File: config.mk
export PLATFORM = sky130hd
export DESIGN_NAME = seg_scan_driver_flat
export DESIGN_NICKNAME = d
export VERILOG_FILES = /design/src/rtl/seg_scan_driver_if.sv /design/src/rtl/seg_scan_driver.sv /design/src/flat_wrapper.sv
export SDC_FILE = /design/constraint.sdc
export NUM_CORES = 1
export LEC_CHECK = 0
export ABC_AREA = 1
export BUFFER_PORTS_ARGS = -buffer_cell sky130_fd_sc_hd__buf_2
export CELL_PAD_IN_SITES_DETAIL_PLACEMENT = 0
export CELL_PAD_IN_SITES_GLOBAL_PLACEMENT = 1
export CORE_ASPECT_RATIO = 0.8
export CORE_MARGIN = 4
export CORE_UTILIZATION = 41
export DETAILED_ROUTE_END_ITERATION = 6
export PLACE_DENSITY_LB_ADDON = 0.1
export SLEW_MARGIN = 20
export SYNTH_ARGS = -nofsm -noshare
export SYNTH_HDL_FRONTEND = slang
export SYNTH_SLANG_ARGS = --single-unit
File: constraint.sdc
create_clock -name clk -period 2.8 [get_ports clk]
set_input_delay 0.14 -clock clk [delete_from_list [all_inputs] [get_ports clk]]
set_output_delay 0.14 -clock clk [all_outputs]
set_load 0.01 [all_outputs]
File: src/rtl/seg_scan_driver_if.sv
// Display-side bundle for seg_scan_driver: packed digit/dp/blanking inputs from the
// datapath and the active-low anode/segment outputs toward the board pins.
interface seg_scan_driver_if #(
   parameter int N_DIGITS = 4
);
   logic [4*N_DIGITS-1:0] bcd;
   logic [N_DIGITS-1:0]   dp;
   logic                  blank_lz;
   logic [N_DIGITS-1:0]   an;
   logic [6:0]            seg;
   logic                  dp_n;
   logic                  frame_done;

   modport master (
      output bcd, dp, blank_lz,
      input  an, seg, dp_n, frame_done
   );

   modport slave (
      input  bcd, dp, blank_lz,
      output an, seg, dp_n, frame_done
   );
endinterface

File: src/rtl/seg_scan_driver.sv
// Time-multiplexed N-digit seven-segment scanner with a frame-coherent shadow of the
// display value, leading-zero blanking, per-digit dp and an anti-ghosting blank slot.
module seg_scan_driver #(
   parameter int N_DIGITS     = 4,
   parameter int SCAN_DIV     = 50000,
   parameter int BLANK_CYCLES = 2,
   parameter int HEX_MODE     = 0
) (
   input  logic             clk,
   input  logic             rst,
   seg_scan_driver_if.slave bus
);

   localparam int DIV_W = (SCAN_DIV > 1) ? $clog2(SCAN_DIV) : 1;
   localparam int IDX_W = (N_DIGITS > 1) ? $clog2(N_DIGITS) : 1;
   localparam logic [DIV_W-1:0] DIV_TC    = DIV_W'(SCAN_DIV - 1);
   localparam logic [IDX_W-1:0] IDX_LAST  = IDX_W'(N_DIGITS - 1);
   localparam logic [DIV_W-1:0] BLANK_END = DIV_W'(BLANK_CYCLES);

   logic [DIV_W-1:0]      div;
   logic [IDX_W-1:0]      idx;
   logic                  prime;
   logic [4*N_DIGITS-1:0] sh_bcd;
   logic [N_DIGITS-1:0]   sh_dp;
   logic                  sh_lz;

   logic [N_DIGITS-1:0]   an_q;
   logic [6:0]            seg_q;
   logic                  dp_n_q;
   logic                  frame_done_q;

   logic                  div_tc;
   logic                  frame_end;
   logic                  shadow_load;
   logic                  blank_phase;
   logic [N_DIGITS-1:0]   lz_blank;
   logic                  seen_nz;
   logic [N_DIGITS-1:0]   an_nxt;
   logic [6:0]            seg_nxt;
   logic                  dp_n_nxt;

   function automatic logic [6:0] decode(input logic [3:0] v);
      logic [6:0] s;
      case (v)
         4'h0: s = 7'h40;
         4'h1: s = 7'h79;
         4'h2: s = 7'h24;
         4'h3: s = 7'h30;
         4'h4: s = 7'h19;
         4'h5: s = 7'h12;
         4'h6: s = 7'h02;
         4'h7: s = 7'h78;
         4'h8: s = 7'h00;
         4'h9: s = 7'h10;
         4'hA: s = (HEX_MODE != 0) ? 7'h08 : 7'h3F;
         4'hB: s = (HEX_MODE != 0) ? 7'h03 : 7'h3F;
         4'hC: s = (HEX_MODE != 0) ? 7'h46 : 7'h3F;
         4'hD: s = (HEX_MODE != 0) ? 7'h21 : 7'h3F;
         4'hE: s = (HEX_MODE != 0) ? 7'h06 : 7'h3F;
         default: s = (HEX_MODE != 0) ? 7'h0E : 7'h3F;
      endcase
      return s;
   endfunction

   assign div_tc      = (div == DIV_TC);
   assign frame_end   = div_tc && (idx == IDX_LAST);
   assign shadow_load = prime || frame_end;

   generate
      if (BLANK_CYCLES == 0) begin : g_no_blank
         assign blank_phase = 1'b0;
      end else begin : g_blank
         assign blank_phase = (div < BLANK_END);
      end
   endgenerate

   // Scan from the most significant digit down; a digit is blanked while no
   // nonzero digit has been seen at or above it. Digit 0 always shows.
   always_comb begin
      seen_nz  = 1'b0;
      lz_blank = '0;
      for (int k = N_DIGITS - 1; k >= 0; k--) begin
         seen_nz     = seen_nz | (|sh_bcd[4*k +: 4]);
         lz_blank[k] = sh_lz & ~seen_nz & (k != 0);
      end
   end

   always_comb begin
      an_nxt   = '1;
      seg_nxt  = 7'h7F;
      dp_n_nxt = 1'b1;
      if (!blank_phase) begin
         for (int k = 0; k < N_DIGITS; k++) begin
            if (idx == IDX_W'(k)) begin
               an_nxt[k] = 1'b0;
               seg_nxt   = lz_blank[k] ? 7'h7F : decode(sh_bcd[4*k +: 4]);
               dp_n_nxt  = ~sh_dp[k];
            end
         end
      end
   end

   always_ff @(posedge clk) begin
      if (rst) begin
         div          <= '0;
         idx          <= '0;
         prime        <= 1'b1;
         sh_bcd       <= '0;
         sh_dp        <= '0;
         sh_lz        <= 1'b0;
         an_q         <= '1;
         seg_q        <= 7'h7F;
         dp_n_q       <= 1'b1;
         frame_done_q <= 1'b0;
      end else begin
         if (div_tc) begin
            div <= '0;
            idx <= (idx == IDX_LAST) ? '0 : idx + 1'b1;
         end else begin
            div <= div + 1'b1;
         end
         prime <= 1'b0;
         if (shadow_load) begin
            sh_bcd <= bus.bcd;
            sh_dp  <= bus.dp;
            sh_lz  <= bus.blank_lz;
         end
         an_q         <= an_nxt;
         seg_q        <= seg_nxt;
         dp_n_q       <= dp_n_nxt;
         frame_done_q <= frame_end;
      end
   end

   assign bus.an         = an_q;
   assign bus.seg        = seg_q;
   assign bus.dp_n       = dp_n_q;
   assign bus.frame_done = frame_done_q;

endmodule

File: src/flat_wrapper.sv
// flat-port wrapper written by rule: the top's interface ports become plain ports
module seg_scan_driver_flat 
#(
   parameter int N_DIGITS     = 4,
   parameter int SCAN_DIV     = 50000,
   parameter int BLANK_CYCLES = 2,
   parameter int HEX_MODE     = 0
)
  (clk, rst, bus_bcd, bus_dp, bus_blank_lz, bus_an, bus_seg, bus_dp_n, bus_frame_done);
  seg_scan_driver_if #(.N_DIGITS(N_DIGITS)) bus_i ();
  input  logic clk;
  input  logic rst;
  input wire logic [$bits(bus_i.bcd)-1:0] bus_bcd;
  input wire logic [$bits(bus_i.dp)-1:0] bus_dp;
  input wire logic [$bits(bus_i.blank_lz)-1:0] bus_blank_lz;
  output wire logic [$bits(bus_i.an)-1:0] bus_an;
  output wire logic [$bits(bus_i.seg)-1:0] bus_seg;
  output wire logic [$bits(bus_i.dp_n)-1:0] bus_dp_n;
  output wire logic [$bits(bus_i.frame_done)-1:0] bus_frame_done;
  assign bus_i.bcd = bus_bcd;
  assign bus_i.dp = bus_dp;
  assign bus_i.blank_lz = bus_blank_lz;
  assign bus_an = bus_i.an;
  assign bus_seg = bus_i.seg;
  assign bus_dp_n = bus_i.dp_n;
  assign bus_frame_done = bus_i.frame_done;
  seg_scan_driver #(.N_DIGITS(N_DIGITS), .SCAN_DIV(SCAN_DIV), .BLANK_CYCLES(BLANK_CYCLES), .HEX_MODE(HEX_MODE)) u_core (.clk(clk), .rst(rst), .bus(bus_i));
endmodule
==> impl_metrics.csv <==
group,metric,value,unit
placed_design,place_ws,0.425,ns
finish,layout.nets,632,
sta,finalHoldViolCount,0,
sta,fmax,422,MHz
routing,drc,0,
sta,tightest_slew,0.658,ns
finish,nFillCells,985,
sta,setup_viol,0,
floorplanning,die_y,97.2,microns
floorplanning,dieArea,11600,sq um
global_routing,grtUsageMet2,21.8,%
flow_run,cap_violations,0,
global_routing,antenna_found_initial,0,
finish,area_growth,16.1,%
floorplanning,start_util,42.1,%
placed_design,gp_congestion,0.777,
logic_synthesis,ys_async_sr_fraction,0,%
setup_path,arrival,2.60,ns
logic_synthesis,synth_top_area_share,39.7,%
cts,numCtsBuffers,9,
sta,period_share,84.7,%
placed_design,place_area,4380,sq um
global_routing,grt_pass1_wl,15.5,mm
finish,fin_cells,725,
finish,finish.instance_area,4740,sq um
worst_hold_path,hold_path.class,"input port to flop",
logic_synthesis,ys_ff_latch,81,
global_routing,first_global_vias,3199,
logic_synthesis,ys_types,37,
logic_synthesis,syn_inst,545,
logic_synthesis,ys_dominant_reg_cell,"dfxtp_1",
floorplanning,die_w,120,microns
sta,slew_violations,0,
logic_synthesis,synth_edf_count,0,
sta,period_needed,2.37,ns
logic_synthesis,syn_area,4080,sq um
power_and_ir_drop,powerDensity,624,nW/um^2
floorplanning,pin_count,36,
cts,clkTransAtPathRegs,0.06,ns
setup_path,worst-setup-path-type,"flop to flop",
cts,cts_tree,"done",
cts,clk_path_buf_depth,2,
logic_synthesis,netlist_top_cells_area,"dfxtp_1 40%, nand2_1 11%, inv_1 8.5%",
setup_path,crit_path_max_fanout,17,
routing,wire_per_inst,12.6,microns
finish,drive_gt1_share,16.3,%
setup_path,cp-start-kind,"flop",
routing,routed-via-count,3327,
power_and_ir_drop,power.leakage,2.47,nW
logic_synthesis,synth.avg_cell_area,7.49,sq um
global_routing,grtUsageTotal,16.6,%
logic_synthesis,syn_nets,593,
logic_synthesis,yosysMostFrequentCell,"nand2_1",
logic_synthesis,yosysSeqAreaShare,39.7,%
logic_synthesis,synth_common_cells,"116 x nand2_1, 92 x inv_1, 81 x dfxtp_1, 52 x nor2_1, 44 x nand3_1",
logic_synthesis,synth_area_leader_cell,"dfxtp_1",
routing,vias_per_cell,4.59,
floorplanning,core,9690,sq um
run_status,status,"completed",
placed_design,dp.cells,708,
global_routing,grt_start_max_net_pins,29,
global_routing,gr-total-overflow,0,
cts,clkLatencyLatePin,0.34,ns
setup_path,cp-end-kind,"flop",
finish,diodes,0,
global_routing,grt_use_met1,25.5,%
routing,drt_iter0_drc,188,
power_and_ir_drop,peakVddDrop,0.000330,V
global_routing,busiest_layer,"met1",
routing,drt_wl_total,9.17,mm
routing,dr.pass1.iters,4,
placed_design,place_hpwl,6.70,mm
placed_design,numPortBuffers,35,
sta,setup_slack,0.428,ns
cts,cts.sinks,81,
cts,cts_max_level,3,
logic_synthesis,ys_warn_count,0,
floorplanning,fp-row-count,32,
sta,rsz0062_at_grt,"false",
routing,ant_nets,0,
cts,cts_setup_buffers,0,
sta,slew_headroom,55.9,%
sta,finClkSkew,0.00611,ns
cts,clock-root-buffer,"clkbuf_16",
sta,fin_tns_setup,0,ns
setup_path,required,3.03,ns
global_routing,use_met3,4.42,%
## cell families (layout without fill, tap and decap cells)
| family | after synthesis | after routing | share of synthesized area (%) |
|---|---|---|---|
| AO/OA/AOI/OAI | 36 | 36 | 5.12 |
| XOR/XNOR | 6 | 6 | 1.29 |
| adder cells (fa/ha/maj) | 25 | 25 | 7.66 |
| buffers and inverters | 113 | 157 | 11.2 |
| flip-flops | 81 | 81 | 39.7 |
| AND/OR/NAND/NOR | 284 | 284 | 35.0 |
## worst paths after layout
check | start | to | slack [ns] | cells past startpoint
setup / recovery | u_core.div[1] | flop | 0.43 | 12
hold / removal | bus_dp[1] | u_core.sh_dp[1] | 0.03 | 3
setup reg to reg | u_core.div[1] | flop | 0.43 | 12
hold reg to reg | u_core.div[0] | u_core.div[0] | 0.46 | 1
## metal layers
layer  share of wire [%]  routed length [microns]
met5                   0                        0
met4                 1.5                      142
met3                 5.5                      500
met2                  37                     3350
met1                  56                     5170
## where the power goes
group | total, mW | internal (mW) | switching (mW)
logic | 0.335 | 0.118 | 0.217
registers | 1.27 | 1.24 | 0.0316
clock network | 1.35 | 0.894 | 0.454
## cell usage in the layout, fill, tap and decap left out, types with 2 or more instances in the layout
master	count
a21oi_1	15
buf_2	35
buf_4	5
bufinv_16	3
clkbuf_16	9
clkinv_1	2
dfxtp_1	81
ha_1	25
inv_1	92
inv_2	6
nand2_1	116
nand2_2	8
nand2_4	6
nand3_1	44
nand3_2	11
nand3_4	4
nand3b_1	6
nand4_1	19
nor2_1	52
nor2_2	3
nor3_1	4
nor3_2	2
nor3b_1	2
nor4_1	4
o21a_1	8
o21ai_0	9
xor2_1	5
## final cells by class
cell class                 instances  area [sq um]  share of cell area, %
sequential                        81          1620                   34.2
clock inverter                     5           103                   2.16
clock buffer                      11           243                   5.12
timing repair buffer              41           223                   4.70
multi-input combinational        351          2000                   42.3
inverter                         100           375                   7.92
tap                              136           170                   3.59
## worst max-delay path, cell delays in order (launching register included)
cell and delay (ns):
dfxtp_1 0.38, ha_1 0.22, nand3_1 0.12, nor2_2 0.17, nand3_4 0.10, buf_4 0.23
nand3_1 0.10, nand3_1 0.24, ha_1 0.37, inv_1 0.05, nand4_1 0.11, nand3_1 0.11
nand2_1 0.05
## metrics by stage
step                      hold slack, ns  power, mW  utilization (%)
final                             0.0253       2.96             48.9
after global routing              0.0261       3.10             48.9
after CTS                         0.0181       3.00             48.9
after detailed placement           0.316       1.63             45.2
after global placement             0.315       1.63             45.2
after floorplan                    0.168       1.54                -
## what timing repair did
item	in CTS	in global routing
resized for setup	0	0
hold buffers	1	0
setup endpoints to repair	0	0
hold endpoints to repair	1	0
(Power assumes the default switching activity.)
